<file path="config.mk">
export PLATFORM = sky130hd
export DESIGN_NAME = rst_seq_xil7series
export DESIGN_NICKNAME = d
export VERILOG_FILES = /design/src/rtl/rst_seq_xil7series.sv
export SDC_FILE = /design/constraint.sdc
export NUM_CORES = 1
export LEC_CHECK = 0
export BUFFER_PORTS_ARGS = -buffer_cell sky130_fd_sc_hd__buf_2
export CORE_MARGIN = 4
export CORE_UTILIZATION = 50
export DETAILED_ROUTE_END_ITERATION = 12
export PLACE_DENSITY = 0.7
export SKIP_LAST_GASP = 1
export SLEW_MARGIN = 30
export SYNTH_ARGS = -nofsm -noshare
export SYNTH_HDL_FRONTEND = slang
export SYNTH_SLANG_ARGS = --single-unit
</file>
<file path="constraint.sdc">
create_clock -name clk_i -period 1.8 [get_ports clk_i]
set_input_delay 0.09 -clock clk_i [delete_from_list [all_inputs] [get_ports clk_i]]
set_output_delay 0.09 -clock clk_i [all_outputs]
set_load 0.005 [all_outputs]
</file>
<file path="src/rtl/rst_seq_xil7series.sv">
// Board-level reset sequencer for a Xilinx 7-series clock generator.
// Pulses the PLL/MMCM reset, waits for lock with a timeout and retry,
// holds the SoC in reset until lock has been stable long enough, then
// releases it. A debounced button press, a software request or a lock
// loss re-runs the relevant part of the sequence.
//
// Parameter constraints, which are not checked here:
//   PLL_RST_CYCLES >= 1, LOCK_TIMEOUT >= 2, STABLE_CYCLES >= 1,
//   DEBOUNCE_CYCLES >= 1, and 2**CNT_W must exceed each of them.
module rst_seq_xil7series #(
    parameter int unsigned PLL_RST_CYCLES  = 16,
    parameter int unsigned LOCK_TIMEOUT    = 65536,
    parameter int unsigned STABLE_CYCLES   = 1024,
    parameter int unsigned DEBOUNCE_CYCLES = 4096,
    parameter int unsigned CNT_W           = 20
) (
    input  logic       clk_i,
    input  logic       rst_i,
    input  logic       ext_rst_ni,
    input  logic       sw_rst_req_i,
    input  logic       pll_locked_i,
    output logic       pll_rst_o,
    output logic       rst_sys_no,
    output logic       rst_done_o,
    output logic [3:0] retry_cnt_o,
    output logic [2:0] state_o
);

    // Terminal counts. Every dwell ends on equality with PARAM-1, so a
    // parameter of 1 gives a one-cycle stay and the counter never wraps.
    localparam logic [CNT_W-1:0] PLL_RST_LAST = CNT_W'(PLL_RST_CYCLES - 1);
    localparam logic [CNT_W-1:0] TIMEOUT_LAST = CNT_W'(LOCK_TIMEOUT - 1);
    localparam logic [CNT_W-1:0] STABLE_LAST  = CNT_W'(STABLE_CYCLES - 1);
    localparam logic [CNT_W-1:0] DEBOUNCE_LAST = CNT_W'(DEBOUNCE_CYCLES - 1);

    // The encoding is visible on state_o, so it is fixed here explicitly.
    typedef enum logic [2:0] {
        ST_PLL_RST   = 3'd0,
        ST_WAIT_LOCK = 3'd1,
        ST_STABLE    = 3'd2,
        ST_RUN       = 3'd3,
        ST_HOLD      = 3'd4
    } state_t;

    // ------------------------------------------------------------------
    // Input conditioning
    // ------------------------------------------------------------------
    logic btn_meta;
    logic btn_sync;
    logic lock_meta;
    logic lock_sync;

    // Two-flop synchronizers. They reset to "button released, not locked".
    // NOTE: sequential state uses non-blocking assignments so every flop
    // samples the pre-edge value; blocking here would collapse the two
    // synchronizer stages into a single flop.
    always_ff @(posedge clk_i) begin
        if (rst_i) begin
            btn_meta  <= 1'b1;
            btn_sync  <= 1'b1;
            lock_meta <= 1'b0;
            lock_sync <= 1'b0;
        end else begin
            btn_meta  <= ext_rst_ni;
            btn_sync  <= btn_meta;
            lock_meta <= pll_locked_i;
            lock_sync <= lock_meta;
        end
    end

    logic             btn_db;
    logic [CNT_W-1:0] db_cnt;
    logic             btn_req;

    // Debouncer: the filtered level follows the synchronized button only
    // after DEBOUNCE_CYCLES consecutive cycles of disagreement.
    always_ff @(posedge clk_i) begin
        if (rst_i) begin
            btn_db <= 1'b1;
            db_cnt <= '0;
        end else if (btn_sync != btn_db) begin
            if (db_cnt == DEBOUNCE_LAST) begin
                btn_db <= btn_sync;
                db_cnt <= '0;
            end else begin
                db_cnt <= db_cnt + CNT_W'(1);
            end
        end else begin
            db_cnt <= '0;
        end
    end

    // The button is active-low: a debounced low level is a reset request.
    assign btn_req = ~btn_db;

    // ------------------------------------------------------------------
    // Sequencer
    // ------------------------------------------------------------------
    state_t           state_q;
    state_t           state_d;
    logic [CNT_W-1:0] cnt_q;
    logic [CNT_W-1:0] cnt_d;
    logic [3:0]       retry_q;
    logic [3:0]       retry_d;
    logic [3:0]       retry_sat;

    assign retry_sat = (retry_q == 4'hF) ? retry_q : retry_q + 4'd1;

    // Next-state, counter and retry logic. Lock loss outranks a reset
    // request, which outranks counter expiry.
    // NOTE: every signal written here gets a default first, so no path
    // through the case statement leaves one unassigned and no latch forms.
    always_comb begin
        state_d = state_q;
        cnt_d   = cnt_q;
        retry_d = retry_q;

        case (state_q)
            ST_PLL_RST: begin
                if (cnt_q == PLL_RST_LAST) begin
                    state_d = ST_WAIT_LOCK;
                    cnt_d   = '0;
                end else begin
                    cnt_d = cnt_q + CNT_W'(1);
                end
            end

            ST_WAIT_LOCK: begin
                if (lock_sync) begin
                    state_d = ST_STABLE;
                    cnt_d   = '0;
                end else if (cnt_q == TIMEOUT_LAST) begin
                    state_d = ST_PLL_RST;
                    cnt_d   = '0;
                    retry_d = retry_sat;
                end else begin
                    cnt_d = cnt_q + CNT_W'(1);
                end
            end

            ST_STABLE: begin
                if (!lock_sync) begin
                    state_d = ST_WAIT_LOCK;
                    cnt_d   = '0;
                end else if (cnt_q == STABLE_LAST) begin
                    state_d = ST_RUN;
                    cnt_d   = '0;
                    retry_d = 4'd0;
                end else begin
                    cnt_d = cnt_q + CNT_W'(1);
                end
            end

            ST_RUN: begin
                cnt_d = '0;
                if (!lock_sync) begin
                    state_d = ST_PLL_RST;
                end else if (btn_req || sw_rst_req_i) begin
                    state_d = ST_HOLD;
                end
            end

            ST_HOLD: begin
                // The stable dwell only starts once the button is released;
                // a renewed press restarts it. Software requests are
                // already being served here and are dropped.
                if (!lock_sync) begin
                    state_d = ST_PLL_RST;
                    cnt_d   = '0;
                end else if (btn_req) begin
                    cnt_d = '0;
                end else if (cnt_q == STABLE_LAST) begin
                    state_d = ST_RUN;
                    cnt_d   = '0;
                end else begin
                    cnt_d = cnt_q + CNT_W'(1);
                end
            end

            default: begin
                state_d = ST_PLL_RST;
                cnt_d   = '0;
            end
        endcase
    end

    logic pll_rst_q;
    logic rst_sys_nq;
    logic rst_done_q;

    // State register plus output flops decoded from the next state, so the
    // reset lines are glitch-free and change together with state_o.
    always_ff @(posedge clk_i) begin
        if (rst_i) begin
            state_q    <= ST_PLL_RST;
            cnt_q      <= '0;
            retry_q    <= 4'd0;
            pll_rst_q  <= 1'b1;
            rst_sys_nq <= 1'b0;
            rst_done_q <= 1'b0;
        end else begin
            state_q    <= state_d;
            cnt_q      <= cnt_d;
            retry_q    <= retry_d;
            pll_rst_q  <= (state_d == ST_PLL_RST);
            rst_sys_nq <= (state_d == ST_RUN);
            rst_done_q <= (state_d == ST_RUN);
        end
    end

    assign pll_rst_o   = pll_rst_q;
    assign rst_sys_no  = rst_sys_nq;
    assign rst_done_o  = rst_done_q;
    assign retry_cnt_o = retry_q;
    assign state_o     = state_q;

endmodule

</file>
==> summary.md <==
| Metric | Value |
|---|---|
| Final setup margin | `-75.9 ps` |
| Port Buf Inserts | `14` |
| Mapped Cells | `282` |
| Cell taking the most area after synthesis | `dfxtp_1` |
| Setup CP Type | `reg -> reg` |
| Final ANT Viol Nets | `0` |
| Crit path launch type | `flip-flop` |
| Clk_skew | `7.97 ps` |
| Footprint of the multi-input gates | `0.00158 mm²` |
| Wire per inst | `13.5 µm` |
| Largest net degree at the start of global routing | `16` |
| Starting Density | `0.526` |
| Clock sinks | `54` |
| Final setup violating endpoints | `23` |
| WL met1 | `2450 µm` |
| Die Wd | `79.2 µm` |
| IO Pins | `15` |
| First-pass GRT wire length | `8380 µm` |
| CP startpoint | `cnt_q[9]` |
| CP Capture Type | `flip-flop` |
| Crit path DAT | `2070 ps` |
| Met3 wire len | `126 µm` |
| Fillers | `370` |
| Final Hold Vio Count | `0` |
| Area contributors post-synth | `dfxtp_1 (43%), nor2_1 (8.3%), xnor2_1 (6.9%), xor2_1 (5.9%), nand3_1 (3.0%)` |
| Residual DRC | `0` |
| Inserted Diodes | `0` |
| Worst EP required | `2000 ps` |
| Routed WL | `5570 µm` |
| Seq/Total Area, Yosys | `0.426` |
| Netlist cell types | `51` |
| FF-to-FF Start | `cnt_q[9]` |
| Die footprint | `0.00628 mm²` |
| Commonest cells in the netlist | `nor2_1 (56), dfxtp_1 (54), xnor2_1 (20), xor2_1 (17), nand3_1 (15)` |
| Worst path cell trace | `nor4_4 -> nand2_1 -> o31a_1 -> o31ai_4 -> buf_6 -> nor2_2` |
| DIE HEIGHT | `79.2 µm` |
| GRT Util Overall | `0.167` |
| Via Count | `2205` |
| DR vias/cell | `5.34` |
| Final HPWL DP | `3520 µm` |
| Syn Nets | `290` |
| Status | `finished, violations left` |
| PD cells | `587 mW/mm²` |
| FF+latch area | `0.00111 mm²` |
| Top cell type's share of synthesized area | `0.426` |
| Area growth syn-to-layout | `31.9%` |
| RSZ-0062 raised after global routing | `true` |
| Rel. slew slack | `0.722` |
| Total grt overflow | `0` |
| Initial antenna violation count | `0` |
| H-tree depth | `2` |
| Iter 0 DRT Violations | `96` |
| Clk root buf | `clkbuf_8` |
| Gpl congestion | `0.809` |
| Most common cell in the netlist | `nor2_1` |
| Worst-path maximum fanout | `7` |
| R2r setup slk | `-80 ps` |
| Max stage delay cell, worst path | `dfxtp_4` |
| Mapped Area | `0.00254 mm²` |
| Max Cap Viol | `0` |
| CTS tree | `yes` |
| Core Util, Final | `0.695` |
| Hold Slack | `150 ps` |
| Total CTS buffers | `5` |
| Uppermost layer routed | `met4` |
| DR WL met2 | `2910 µm` |
| Failing checks | `negative setup slack` |
| Final period util | `1.04` |
| Clock Path Buffers | `2` |
| Peak VDD IR | `0.474 mV` |
| Slew @ Worst Pin | `415 ps` |
| Ys Warns | `0` |
| Share of layout cells above drive strength 1 | `0.382` |
| Final Critical Period | `1880 ps` |
| Row count | `25` |
| Core area | `0.00482 mm²` |
| Fmax | `0.533 GHz` |
| Fin nets | `353` |
| Vias in the first global route | `1959` |
| Yosys reg bits | `54` |
| Average cell area after synthesis | `8.99 µm²` |
| Slew Limit Fails | `0` |
| Post-synth EDFFs | `0` |
| Worst-Skew Late Latency | `300 ps` |
| Hold path start | `rst_i` |
| Clock transition at the registers of the reported paths | `80 ps` |
| Top FF cell, synth | `dfxtp_1` |
| LEAKAGE | `1.27 nW` |
| Pre-antenna DRT Iters | `4` |
| Ys async rst share | `0` |
| CP peak stage delay | `380 ps` |
| Worst hold path class | `in -> reg` |
-- layer usage --
metal | up-vias | track usage
li1 | 1114 | -
met4 | 0 | 0.0859
met3 | 9 | 0.0363
met1 | 1058 | 0.200
met2 | 24 | 0.281
met5 | - | 0
-- worst max-delay path: cells and delay by family, from the launching register on --
| family | cells | cell delay, ps |
|---|---|---|
| AOI/OAI and AO/OA | 2 | 710 |
| DFF | 1 | 380 |
| and+or+nand+nor | 3 | 470 |
| buffers and inverters | 1 | 210 |
-- what timing repair did --
action,in CTS,in global routing
pin swaps,1,29
cloned,1,3
gates resized for setup,8,62
endpoints found under the setup margin,40,47
hold buffers,2,0
endpoints found under the hold margin,2,0
buffers inserted,0,8
-- path summary, 6_finish.rpt --
check	cells after the start	end
setup / recovery	6	cnt_q[9]
setup reg to reg	6	cnt_q[9]
hold / removal	2	lock_sync
hold reg to reg	1	btn_sync
-- flip-flops by register name, summed over array words and instances (netlist names), 3 cells and up --
name and count:
state_o 3, cnt_q 20, retry_cnt_o 4, db_cnt 20
-- stage by stage --
stage	std cells	setup slack, ps	TNS (ps)	cell area, µm²	power [mW]
floorplan	282	4.93	0	2550	1.27
global placement	391	16.9	0	2920	1.30
detailed placement	391	-43.1	-476	2920	1.30
CTS	402	-35.7	-425	3080	1.98
global route	413	-173	-4180	3350	2.05
finish	413	-75.9	-1140	3350	1.97
-- report_power, final --
group,internal [mW],switching (mW),total [mW],leakage (nW)
Combinational,0.0404,0.0472,0.0876,0.778
Sequential,1.20,0.00594,1.21,0.446
Clock,0.311,0.362,0.672,0.0482
Total,1.55,0.415,1.96,1.27
-- layout make-up --
class / instances / share of cell area
multi-input cells: 213 / 0.472
flip-flops and latches: 54 / 0.331
repair buffers: 63 / 0.136
clock buffers: 7 / 0.0258
well taps: 67 / 0.0251
inverters: 8 / 0.00898
clock inverters: 1 / 0.00150
-- placed cells by master, fill, tap and decap left out, types with 10 or more instances in the layout --
cell type	synthesis	routed
nand3_1	15	15
nand2_1	10	10
buf_4	4	44
xnor2_1	20	20
buf_2	0	14
nor2_1	56	36
dfxtp_2	0	13
dfxtp_1	54	38
nor2_2	0	14
xor2_1	17	17
-- logic make-up after synthesis --
| logic type | share of synthesized area |
|---|---|
| simple gates | 0.295 |
| flops | 0.426 |
| xor+xnor | 0.128 |
| compound gates | 0.0908 |
| buf+inv | 0.0414 |
| fa+ha+maj | 0.0187 |
(Power assumes the default switching activity.)
